==> src/rtl/hs32_fetch.sv <==
`default_nettype none
// ============================================================================
// Module      : hs32_fetch
// Description : Instruction fetch unit. Issues word reads, buffers returned
//               words with their PC in a prefetch FIFO, serves decode.
// Revision    : 1.0 - initial release
// ============================================================================
module hs32_fetch #(
    parameter logic [31:0] RESET_VEC = 32'h0000_0000,
    parameter int          DEPTH     = 2
) (
    input  logic        clk,
    input  logic        reset,
    output logic [31:0] instd,
    output logic [31:0] instpc,
    output logic        ackd,
    input  logic        reqd,
    input  logic        flush,
    input  logic [31:0] newpc,
    output logic [31:0] mem_addr,
    output logic        mem_req,
    input  logic        mem_ack,
    input  logic [31:0] mem_data
);

    localparam int              c_AW    = $clog2(DEPTH);
    localparam int              c_CW    = $clog2(DEPTH + 1);
    localparam logic [c_CW-1:0] c_DEPTH = c_CW'(DEPTH);

    typedef enum logic [1:0] {
        S_IDLE = 2'd0,
        S_REQ  = 2'd1,
        S_DROP = 2'd2
    } state_t;

    state_t            r_state;
    state_t            w_state_nxt;
    logic [31:0]       r_pc;
    logic [31:0]       w_pc_nxt;
    logic [31:0]       r_mem_addr;
    logic [31:0]       w_addr_nxt;
    logic [c_CW-1:0]   r_count;
    logic [c_AW-1:0]   r_rptr;
    logic [c_AW-1:0]   r_wptr;
    logic [31:0]       r_instd;
    logic [31:0]       r_instpc;
    logic [31:0]       r_fifo_data [DEPTH];
    logic [31:0]       r_fifo_pc   [DEPTH];

    logic              w_pop;
    logic              w_push;
    logic [c_CW-1:0]   w_count_nxt;
    logic [c_CW-1:0]   w_remain;
    logic [c_AW-1:0]   w_rd_idx;
    logic [31:0]       w_pc_inc;
    logic [31:0]       w_newpc_al;
    logic [31:0]       w_head_data;
    logic [31:0]       w_head_pc;

    assign w_pop       = reqd & (r_count != '0) & ~flush;
    assign w_push      = (r_state == S_REQ) & mem_ack & ~flush;
    assign w_count_nxt = r_count + c_CW'(w_push) - c_CW'(w_pop);
    assign w_remain    = r_count - c_CW'(w_pop);
    assign w_rd_idx    = r_rptr + c_AW'(w_pop);
    assign w_pc_inc    = r_pc + 32'd4;
    assign w_newpc_al  = newpc & ~32'h0000_0003;

    assign instd    = r_instd;
    assign instpc   = r_instpc;
    assign ackd     = (r_count != '0);
    assign mem_addr = r_mem_addr;
    assign mem_req  = (r_state != S_IDLE);

    always_comb begin
        w_state_nxt = r_state;
        w_pc_nxt    = r_pc;
        w_addr_nxt  = r_mem_addr;
        if (flush) begin
            w_pc_nxt = w_newpc_al;
            case (r_state)
                // An ack in the flush cycle retires the stale request outright.
                S_REQ:   w_state_nxt = mem_ack ? S_IDLE : S_DROP;
                S_DROP:  w_state_nxt = mem_ack ? S_IDLE : S_DROP;
                default: w_state_nxt = S_IDLE;
            endcase
        end else begin
            case (r_state)
                S_IDLE: begin
                    if (r_count < c_DEPTH) begin
                        w_state_nxt = S_REQ;
                        w_addr_nxt  = r_pc;
                    end
                end
                S_REQ: begin
                    if (mem_ack) begin
                        w_pc_nxt = w_pc_inc;
                        if (w_count_nxt < c_DEPTH) begin
                            w_addr_nxt = w_pc_inc;
                        end else begin
                            w_state_nxt = S_IDLE;
                        end
                    end
                end
                S_DROP: begin
                    if (mem_ack) begin
                        w_state_nxt = S_IDLE;
                    end
                end
                default: w_state_nxt = S_IDLE;
            endcase
        end
    end

    // Head registers track the entry that will be at the FIFO front after this edge.
    always_comb begin
        w_head_data = r_instd;
        w_head_pc   = r_instpc;
        if (!flush) begin
            if (w_remain == '0) begin
                if (w_push) begin
                    w_head_data = mem_data;
                    w_head_pc   = r_pc;
                end
            end else begin
                w_head_data = r_fifo_data[w_rd_idx];
                w_head_pc   = r_fifo_pc[w_rd_idx];
            end
        end
    end

    always_ff @(posedge clk) begin
        if (!reset) begin
            r_state    <= S_IDLE;
            r_pc       <= {RESET_VEC[31:2], 2'b00};
            r_mem_addr <= '0;
            r_count    <= '0;
            r_rptr     <= '0;
            r_wptr     <= '0;
            r_instd    <= '0;
            r_instpc   <= '0;
        end else begin
            r_state    <= w_state_nxt;
            r_pc       <= w_pc_nxt;
            r_mem_addr <= w_addr_nxt;
            r_instd    <= w_head_data;
            r_instpc   <= w_head_pc;
            if (flush) begin
                r_count <= '0;
                r_rptr  <= '0;
                r_wptr  <= '0;
            end else begin
                r_count <= w_count_nxt;
                if (w_push) begin
                    r_wptr <= r_wptr + c_AW'(1);
                end
                if (w_pop) begin
                    r_rptr <= r_rptr + c_AW'(1);
                end
            end
        end
    end

    always_ff @(posedge clk) begin
        if (w_push) begin
            r_fifo_data[r_wptr] <= mem_data;
            r_fifo_pc[r_wptr]   <= r_pc;
        end
    end

endmodule
`default_nettype wire

==> config.mk <==
export PLATFORM = sky130hd
export DESIGN_NAME = hs32_fetch
export DESIGN_NICKNAME = d
export VERILOG_FILES = /design/src/rtl/hs32_fetch.sv
export SDC_FILE = /design/constraint.sdc
export NUM_CORES = 1
export LEC_CHECK = 0
export BUFFER_PORTS_ARGS = -buffer_cell sky130_fd_sc_hd__buf_2
export CORE_MARGIN = 2
export CORE_UTILIZATION = 55
export DETAILED_ROUTE_END_ITERATION = 10
export PLACE_DENSITY = 0.78
export SETUP_SLACK_MARGIN = 0.3
export SLEW_MARGIN = 20
export SYNTH_ARGS = -nofsm -noshare
export SYNTH_HDL_FRONTEND = slang
export SYNTH_SLANG_ARGS = --single-unit
==> constraint.sdc <==
create_clock -name clk -period 5.4 [get_ports clk]
set_clock_uncertainty 0.2 [all_clocks]
set_input_delay 0.27 -clock clk [delete_from_list [all_inputs] [get_ports clk]]
set_output_delay 0.27 -clock clk [all_outputs]
set_load 0.005 [all_outputs]
==> impl_metrics.toml, run 1 <==
[worst_setup_path]
timing_worst_setup_path_type = "flop to flop"
critical_path_required_ns = 5.62
crit_start = "r_state[1]"
critPathLaunchType = "flop"
critPathMaxFanout = 60
worstPathArrival_ns = 4.15
worst_r2r_startpoint = "r_state[1]"
cp-end-kind = "flop"

[synth]
yosysTopAreaCell = "edfxtp_1"
post-synth-top-area-fraction_pct = 36.6
top_cells_by_area_in_the_synthesized_netlist = "edfxtp_1 37%, dfxtp_1 25%, mux2i_1 6.6%, a22oi_1 4.5%, o21ai_0 4.2%"
ys_warn_count = 0
sequential_element_share_of_the_synthesized_area_pct = 61.8
syn_area_um2 = 10200
avg_cell_area_syn_um2 = 12.0
synth_cell_types = 51
ys_ff_latch = 252
count_of_mapped_cells_out_of_synthesis = 845

[clocking]
cts_tree = "built"
cts-root-to-sink-buffers = 3
post_cts_sizing = 0
clock_sink_count = 252
tritoncts_buffer_count = 26
h_tree_levels = 1
clk_pin_slew_worst_paths_ns = 0.06
clock_latency_ns = 0.52
clk_root_buffer_cell = "clkbuf_16"

[timing]
relative_slew_margins_pct = 34.7
hold_slack_ns = 0.106
finalMaxSlewViolations = 0
fin_setup_tns_ns = 0
tightest_slew_ns = 0.977
layout_min_cycle_time_ns = 3.94
final_hold_violating_endpoints = 0
setup_viol = 0
maxClockFrequency_mhz = 254
grt_setup_unrepaired = "false"
fin_crit_sh_pct = 72.9

[global_routing]
grt.met2_usage_pct = 39.9
groute.layer.met3.usage_pct = 3.52
grt_antenna_before_repair = 0
global_route.usage.met1_pct = 32.5
gr-total-overflow = 0
globalRouteTotalUtil_pct = 23.7
grt_start_max_net_pins = 61
grt_pass1_wl_um = 37500
globalRoute.busiestLayer = "met2"
grt_pass1_vias = 7156

[min_path]
worst_hold_class = "primary input to flop"
hold_path_startpoint = "reqd"

[place]
gp_congestion = 0.833
number_of_placed_instances_taps_included = 1176
hpwlAfterDp_um = 14200
io_buffers = 160

[routing]
detail_route.drc_violations = 13
routed-via-count = 7380
drt_iter0_markers = 597
detailedRoute.firstPassIterationCount = 8
detail_route.vias_per_cell = 5.73
route.detailed.wl_per_inst_um = 18.4
ant_nets = 0
wl_um = 23700

[cells_and_area]
drive_above_1_share_pct = 21.5
filler_cell_count = 1266
antenna_cells = 0
final-instance-count-excl-fill = 1288
final_nets = 1114
area_growth_syn_to_layout_pct = 23.1
final_core_util_pct = 69.2

[floorplanning]
floorplan.die_area_um2 = 19600
fp.dieH_um = 140
design.portCount = 167
die_x_um = 140
coreArea_um2 = 18100
core.rowCount = 49
floorplan.initialDensity_pct = 56.3

[pwr]
power_density_nw_per_um2 = 331
leakage_uw = 0.00511
ir_drop_mv = 0.299

[outcome]
outcome = "finished with violations"
failing_checks = "design-rule violations"

[flow_run]
max_cap_viol_count = 0
[critical path: stages, from the launching register on]
cell and delay (ns):
dfxtp_1 0.32, inv_1 0.10, ha_1 0.54, and2_0 0.24, nand2_1 0.18, ha_1 0.32
inv_1 0.04, ha_1 0.20, xor2_1 0.19, nor4_1 0.23, a211o_2 0.79, nor2_1 0.14
a211oi_1 0.30
[cell type report]
type                    count  area [um^2]  share of cell area [%]
repair buffers            234         1530                    12.2
clock inverters             5         47.5                   0.380
inverters                  11         41.3                   0.330
flip-flops and latches    252         6290                    50.2
well taps                 229          287                    2.29
multi-input cells         514         3530                    28.2
clock buffers              43          806                    6.43
[cell usage after synthesis, drive strengths merged]
master  count
a221o       1
nand3      13
xor2       25
clkbuf     42
clkinv      1
a22oi      61
edfxtp    124
a21oi      35
buf        29
nor2b       1
nor3        7
and4        3
xnor2      32
nor4        9
dfxtp     128
a211o       1
o21ai     103
or2         3
or3         7
a211oi     20
nand2      25
or4         1
nand4      19
and2        2
nor2       50
ha          6
mux2i      67
and3        6
nor3b       1
conb        1
nand2b      2
a31oi       5
nand4b      1
inv        10
o41ai       1
a21o        2
a222oi      1
[state kept, by name, indices dropped and copies added (netlist names)]
register,flops
r_count,2
mem_addr,30
r_fifo_data,64
r_fifo_pc,60
r_rptr,1
instpc,30
r_state,2
r_wptr,1
r_pc,30
instd,32
[cell families after synthesis]
family                     count (synthesis)  share of synthesized area (%)
AOI/OAI and AO/OA                        230                           13.6
xor gates and xnor gates                  57                           5.09
adders and majority gates                  6                          0.738
buffers and inverters                     82                           3.88
DFF                                      252                           61.8
muxes                                     67                           6.59
other                                      1                         0.0368
and+or+nand+nor                          150                           8.31
[final timing paths]
kind                  endpoint  slack (ns)  cells after the start
setup / recovery  mem_addr[13]        1.46                     12
setup reg to reg  mem_addr[13]        1.46                     12
hold reg to reg       instd[6]        0.28                      2
hold / removal       instpc[2]        0.11                      5
[power by group]
part | internal (uW) | switching, uW | total (uW)
sequential | 2070 | 64.3 | 2130
combinational | 127 | 143 | 271
clock | 1060 | 686 | 1740
[through the flow]
stage                     total power [uW]  cell area, um^2  worst slack [ns]
after global placement                2390            11000              1.81
after global routing                  4290            12500              1.17
after floorplan                       2300            10200             0.976
after detailed placement              2400            11000              1.70
after CTS                             4170            12500              1.60
final                                 4150            12500              1.46
[cells in the final DEF (no fill, tap or decap), types with 3 or more instances in the layout]
cell type / netlist / routed
nor4_1: 6 / 6
mux2i_1: 67 / 67
clkbuf_16: 0 / 27
o21ai_0: 85 / 85
inv_1: 9 / 9
nor3_1: 5 / 5
conb_1: 1 / 4
and3_1: 5 / 3
xnor2_1: 31 / 31
dlygate4sd3_1: 0 / 64
clkbuf_8: 0 / 7
and3_2: 1 / 3
buf_2: 14 / 160
clkbuf_1: 40 / 9
edfxtp_1: 124 / 124
a31oi_1: 5 / 5
nand3_1: 13 / 13
and4_1: 3 / 3
clkinv_1: 1 / 3
or3_1: 7 / 7
nand4_2: 3 / 3
nand4_1: 14 / 14
ha_1: 6 / 6
dfxtp_1: 128 / 128
o21ai_1: 18 / 18
a211oi_1: 20 / 20
buf_4: 8 / 9
xor2_1: 25 / 25
nor4_4: 3 / 3
nor2_1: 50 / 48
nand2_1: 25 / 25
a21oi_1: 35 / 35
a22oi_1: 61 / 61
[repair_timing]
item | CTS | global route
hold endpoints to repair | 128 | 0
hold buffers | 64 | 0
endpoints found under the setup margin | 0 | 0
buffers inserted | 0 | 0
[layer usage]
| metal | vias to the layer above | wire length [um] |
|---|---|---|
| li1 | 3516 | - |
| met1 | 3530 | 9910 |
| met2 | 298 | 11500 |
| met4 | 0 | 431 |
| met5 | - | 0 |
| met3 | 36 | 1890 |
Power figures use the tool's default switching activity.
==> inputs of run 2 (changes only) <==
--- a/config.mk
+++ b/config.mk
@@ -7,9 +7,9 @@
 export LEC_CHECK = 0
 export BUFFER_PORTS_ARGS = -buffer_cell sky130_fd_sc_hd__buf_2
 export CORE_MARGIN = 2
-export CORE_UTILIZATION = 55
+export CORE_UTILIZATION = 51
 export DETAILED_ROUTE_END_ITERATION = 10
-export PLACE_DENSITY = 0.78
+export PLACE_DENSITY = 0.76
 export SETUP_SLACK_MARGIN = 0.3
 export SLEW_MARGIN = 20
 export SYNTH_ARGS = -nofsm -noshare
==> constraint.sdc (replaced) <==
create_clock -name clk -period 3.3 [get_ports clk]
set_clock_uncertainty 0.2 [all_clocks]
set_input_delay 0.165 -clock clk [delete_from_list [all_inputs] [get_ports clk]]
set_output_delay 0.165 -clock clk [all_outputs]
set_load 0.005 [all_outputs]
==> impl_metrics.toml, run 2 (synthesis gave the netlist of run 1 again) <==
[global_routing]
grt_start_max_net_pins = 62
grt_pass1_wl_um = 38700
grt_pass1_vias = 7276
globalRouteTotalUtil_pct = 22.6
gr-total-overflow = 0
grt_antenna_before_repair = 0

[cells_and_area]
final_core_util_pct = 66.2
layout_commonest_cell = "buf_2"
final_nets = 1136
layout_common_cells = "160 x buf_2, 128 x dfxtp_1, 124 x edfxtp_1"
final-instance-count-excl-fill = 1346
final_design_area_no_fill_um2 = 12900
filler_cell_count = 1451
antenna_cells = 0
largest_reg_flops = 64
area_growth_syn_to_layout_pct = 27.0
drive_above_1_share_pct = 23.3
registers.top_by_ff_count = "r_fifo_data"

[timing]
setup_viol = 0
grt_setup_unrepaired = "false"
final.setup.worst_slack_ns = 0.446
tightest_slew_ns = 1.08
maxClockFrequency_mhz = 350
fin_crit_sh_pct = 86.5
layout_min_cycle_time_ns = 2.85
relative_slew_margins_pct = 27.4
final_hold_violating_endpoints = 0
fin_setup_tns_ns = 0
finalMaxSlewViolations = 0

[worst_setup_path]
cpPeakStageDelay_ns = 0.36
critical-path-slowest-cell = "nor4_4"
ff2ff_setup_slack_ns = 0.45
critical_path_buf_inv_count = 3
critical_path.reg2reg.endpoint = "mem_addr[15]"
critical-path-top-delay-family = "adder cells"
worst_r2r_startpoint = "r_state[1]"
critPathMaxFanout = 8
crit_path_cell_trace = "inv_1, ha_1, and2_1, nand2_1, ha_1, inv_1, ha_2, xnor2_2, nor4_4, buf_6, a211o_4, nor2_1, a211oi_1"
cp-end-kind = "flop"
critPathLaunchType = "flop"
timing_worst_setup_path_type = "flop to flop"
worstPathArrival_ns = 3.08
critical_path_required_ns = 3.53
reg2reg_depth = 13

[clocking]
clock_sink_count = 252
clk_pin_slew_worst_paths_ns = 0.06
cts_tree = "built"
clock_latency_ns = 0.52
clk_root_buffer_cell = "clkbuf_16"
h_tree_levels = 1
cts-root-to-sink-buffers = 3
tritoncts_buffer_count = 26

[routing]
routed-via-count = 7637
detail_route.vias_per_cell = 5.67
drt_iter0_markers = 656
detailedRoute.firstPassIterationCount = 5
route.detailed.wl_per_inst_um = 19.3
detail_route.drc_violations = 0
ant_nets = 0
wl_um = 25900

[place]
hpwlAfterDp_um = 14900
number_of_placed_instances_taps_included = 1223
dpl_worst_slack_ns = 0.163
gp_congestion = 0.850
dpl_cell_area_um2 = 11200
io_buffers = 160

[pwr]
power_density_nw_per_um2 = 536
ir_drop_mv = 0.430
leakage_uw = 0.00526

[floorplanning]
core.rowCount = 51
floorplan.die_area_um2 = 21100
die_x_um = 145
coreArea_um2 = 19500
fp.dieH_um = 145
design.portCount = 167
floorplan.initialDensity_pct = 52.1

[flow_run]
max_cap_viol_count = 0

[min_path]
hold_path_startpoint = "reset"
worst_hold_class = "primary input to flop"
worst_hold_depth = 4
worst_hold_path.endpoint = "r_pc[12]"

[outcome]
outcome = "completed"
run 2: changes by cell type in the layout (fill, tap and decap cells not counted), sizes merged:
cell         before  now
dlygate4sd3      64   67
buf             170  184
bufinv            1    3
a211o             1    6
clkinv            5   10
clkbuf           43   36
run 2: per-layer routing:
layer  track usage, %  share of wire [%]
met1             31.4                 43
met2             37.8                 48
met3             3.14                6.8
met4             5.64                2.3
met5                0                  0
run 2: area by class of cell:
class                      instances  area [um^2]  share of cell area (%)
clock inverter                    12          131                    1.02
clock buffer                      36          739                    5.72
multi-input combinational        519         3690                    28.5
tap                              265          332                    2.57
timing repair buffer             251         1710                    13.2
inverter                          11         41.3                   0.320
sequential                       252         6290                    48.6
run 2: metrics by stage:
| step | hold slack [ns] | total power (uW) |
|---|---|---|
| 2_1_floorplan | 0.0639 | 3750 |
| 3_3_place_gp | 0.168 | 3920 |
| 3_5_place_dp | 0.172 | 3940 |
| 4_1_cts | 0.00514 | 6920 |
| 5_1_grt | 0.0293 | 7160 |
| 6_report | 0.0189 | 6930 |
run 2: where the power goes:
group	internal (uW)	switching (uW)
combinational	232	271
sequential	3380	105
clock	1790	1140
total	5410	1520
run 2: what timing repair did:
action / 4_1_cts / 5_1_grt
gates resized for setup: 1 / 17
pin swaps: 0 / 5
hold buffers: 67 / 0
buffers inserted: 0 / 3
endpoints found under the hold margin: 128 / 0
setup endpoints to repair: 30 / 31
gates cloned: 0 / 5
run 2: worst min-delay path, stage by stage:
cell and delay, ns:
buf_2 0.10, buf_4 0.24, o21ai_0 0.12, a21oi_1 0.05
run 2: worst max-delay path by stage:
stage | start | endpoint | slack (ns) | cells past startpoint
after floorplan | r_state[1] | mem_addr[17] | 0.26 | 15
after global placement | r_state[1] | mem_addr[28] | 0.33 | 12
after detailed placement | r_state[1] | mem_addr[20] | 0.16 | 12
after CTS | r_state[1] | mem_addr[10] | 0.31 | 12
after global routing | r_state[1] | mem_addr[15] | 0.28 | 13
final | r_state[1] | mem_addr[15] | 0.45 | 13
==> inputs of run 3 (changes only) <==
--- a/config.mk
+++ b/config.mk
@@ -11,6 +11,7 @@
 export DETAILED_ROUTE_END_ITERATION = 10
 export PLACE_DENSITY = 0.76
 export SETUP_SLACK_MARGIN = 0.3
+export SKIP_CTS_REPAIR_TIMING = 1
 export SLEW_MARGIN = 20
 export SYNTH_ARGS = -nofsm -noshare
 export SYNTH_HDL_FRONTEND = slang
==> constraint.sdc (replaced) <==
create_clock -name clk -period 3.3 [get_ports clk]
set_clock_uncertainty 0.2 [all_clocks]
set_input_delay 0.165 -clock clk [delete_from_list [all_inputs] [get_ports clk]]
set_output_delay 0.165 -clock clk [all_outputs]
set_load 0.1 [all_outputs]
==> impl_metrics.toml, run 3 (synthesis gave the netlist of run 1 again) <==
[worst_setup_path]
crit_start = "r_state[0]"
critical_path_required_ns = 3.48
timing.critical_path.depth = 6
critPathLaunchType = "flop"
worst_r2r_startpoint = "r_state[0]"
critical-path-slowest-cell = "nor4_1"
timing_worst_setup_path_type = "flop to flop"
critical_path_buf_inv_count = 2
critical_path.reg2reg.endpoint = "mem_addr[23]"
cp-end-kind = "flop"
critical-path-top-delay-family = "simple AND/OR/NAND/NOR gates"
worstPathArrival_ns = 3.11
critPathMaxFanout = 15
reg2reg_depth = 6
worstSetupEndpoint = "mem_addr[23]"
ff2ff_setup_slack_ns = 0.37
cpPeakStageDelay_ns = 1.15
critical_path.most_common_cell = "inv_1"
crit_path_cell_trace = "inv_1, ha_1, inv_1, nor4_1, a211o_2, a21oi_1"

[routing]
detail_route.vias_per_cell = 5.60
drt_iter0_markers = 615
detail_route.drc_violations = 0
wl_um = 25900
ant_nets = 0
route.detailed.wl_per_inst_um = 19.3
routed-via-count = 7503
detailedRoute.firstPassIterationCount = 5

[floorplanning]
die_x_um = 145
coreArea_um2 = 19500
core.rowCount = 51
floorplan.initialDensity_pct = 52.1
fp.dieH_um = 145
design.portCount = 167
floorplan.die_area_um2 = 21100

[timing]
tightest_slew_ns = 1.44
setup_viol = 0
final_hold_violating_endpoints = 0
layout_min_cycle_time_ns = 2.93
fin_crit_sh_pct = 88.7
fin_setup_tns_ns = 0
final.setup.worst_slack_ns = 0.372
relative_slew_margins_pct = 3.03
grt_setup_unrepaired = "false"
hold_slack_ns = 0.0184
finalMaxSlewViolations = 0
maxClockFrequency_mhz = 342

[place]
number_of_placed_instances_taps_included = 1221
io_buffers = 160
hpwlAfterDp_um = 14900
gp_congestion = 0.839
dpl_worst_slack_ns = 0.109

[pwr]
leakage_uw = 0.00519
ir_drop_mv = 0.368
power_density_nw_per_um2 = 563

[cells_and_area]
multiInputGateArea_um2 = 3640
seqCellArea_um2 = 6290
area_growth_syn_to_layout_pct = 25.6
largest_reg_flops = 64
final_nets = 1131
filler_cell_count = 1473
layout_common_cells = "160 x buf_2, 127 x dfxtp_1, 124 x edfxtp_1"
drive_above_1_share_pct = 23.2
final-instance-count-excl-fill = 1341
layout_commonest_cell = "buf_2"
registers.top_by_ff_count = "r_fifo_data"
final_core_util_pct = 65.5
antenna_cells = 0

[global_routing]
grt_start_max_net_pins = 61
gr-total-overflow = 0
grt_pass1_vias = 6971
grt_antenna_before_repair = 0
globalRouteTotalUtil_pct = 21.9
grt_pass1_wl_um = 37500

[clocking]
cts-root-to-sink-buffers = 3
clk_pin_slew_worst_paths_ns = 0.06
clock_latency_ns = 0.52
cts_tree = "built"
clock_sink_count = 252
h_tree_levels = 1
clk_root_buffer_cell = "clkbuf_16"
tritoncts_buffer_count = 26

[outcome]
outcome = "completed"

[min_path]
worst_hold_class = "primary input to flop"

[flow_run]
max_cap_viol_count = 0
==> run 3: cell types whose count changed in the layout (fill, tap and decap cells not counted), moves of 2 or more <==
cell,delta
clkbuf_1,+8
dlygate4sd3_1,-2
a211o_4,-3
clkinv_1,-5
bufinv_16,-2
==> run 3: through the flow <==
step,power (uW),cell area [um^2]
global placement,4330,11200
global route,7420,12800
floorplan,4170,10200
detailed placement,4350,11200
CTS,7140,12000
finish,7200,12800
==> run 3: area by class of cell <==
type	count	share of cell area (%)
clock inverter	3	0.303
sequential	252	49.2
inverter	11	0.323
multi-input combinational	517	28.5
clock buffer	45	6.13
tap	265	2.59
timing repair buffer	248	13.0
==> run 3: worst register-to-register path, delay by kind of cell (launching register included) <==
kind                     cells  cell delay [ns]
AO/OA/AOI/OAI                2             0.61
AND/OR/NAND/NOR              1             1.15
buffers and inverters        2             0.30
flip-flops                   1             0.33
adder cells (fa/ha/maj)      1             0.20
==> run 3: layer usage <==
layer | wire, um | part of all wire [%] | global-route usage (%)
met4 | 537 | 2.1 | 4.95
met1 | 11200 | 43 | 30.1
met2 | 12400 | 48 | 36.6
met3 | 1740 | 6.7 | 3.90
met5 | 0 | 0 | 0
==> run 3: how the worst min path moves through the flow <==
stage | startpoint | end | slack, ns | depth (start not counted)
2_1_floorplan | mem_data[0] | r_fifo_data[0][0] | 0.06 | 0
3_3_place_gp | mem_data[23] | r_fifo_data[0][23] | 0.17 | 1
3_5_place_dp | mem_data[16] | r_fifo_data[0][16] | 0.17 | 1
4_1_cts | mem_data[22] | r_fifo_data[1][22] | -0.37 | 1
5_1_grt | reset | mem_addr[22] | 0.08 | 3
6_report | reqd | instpc[2] | 0.02 | 5
==> run 3: where the power goes <==
part           switching, uW  internal [uW]  total [uW]
Combinational            676            225         901
Sequential               104           3380        3490
Clock                   1140           1680        2810
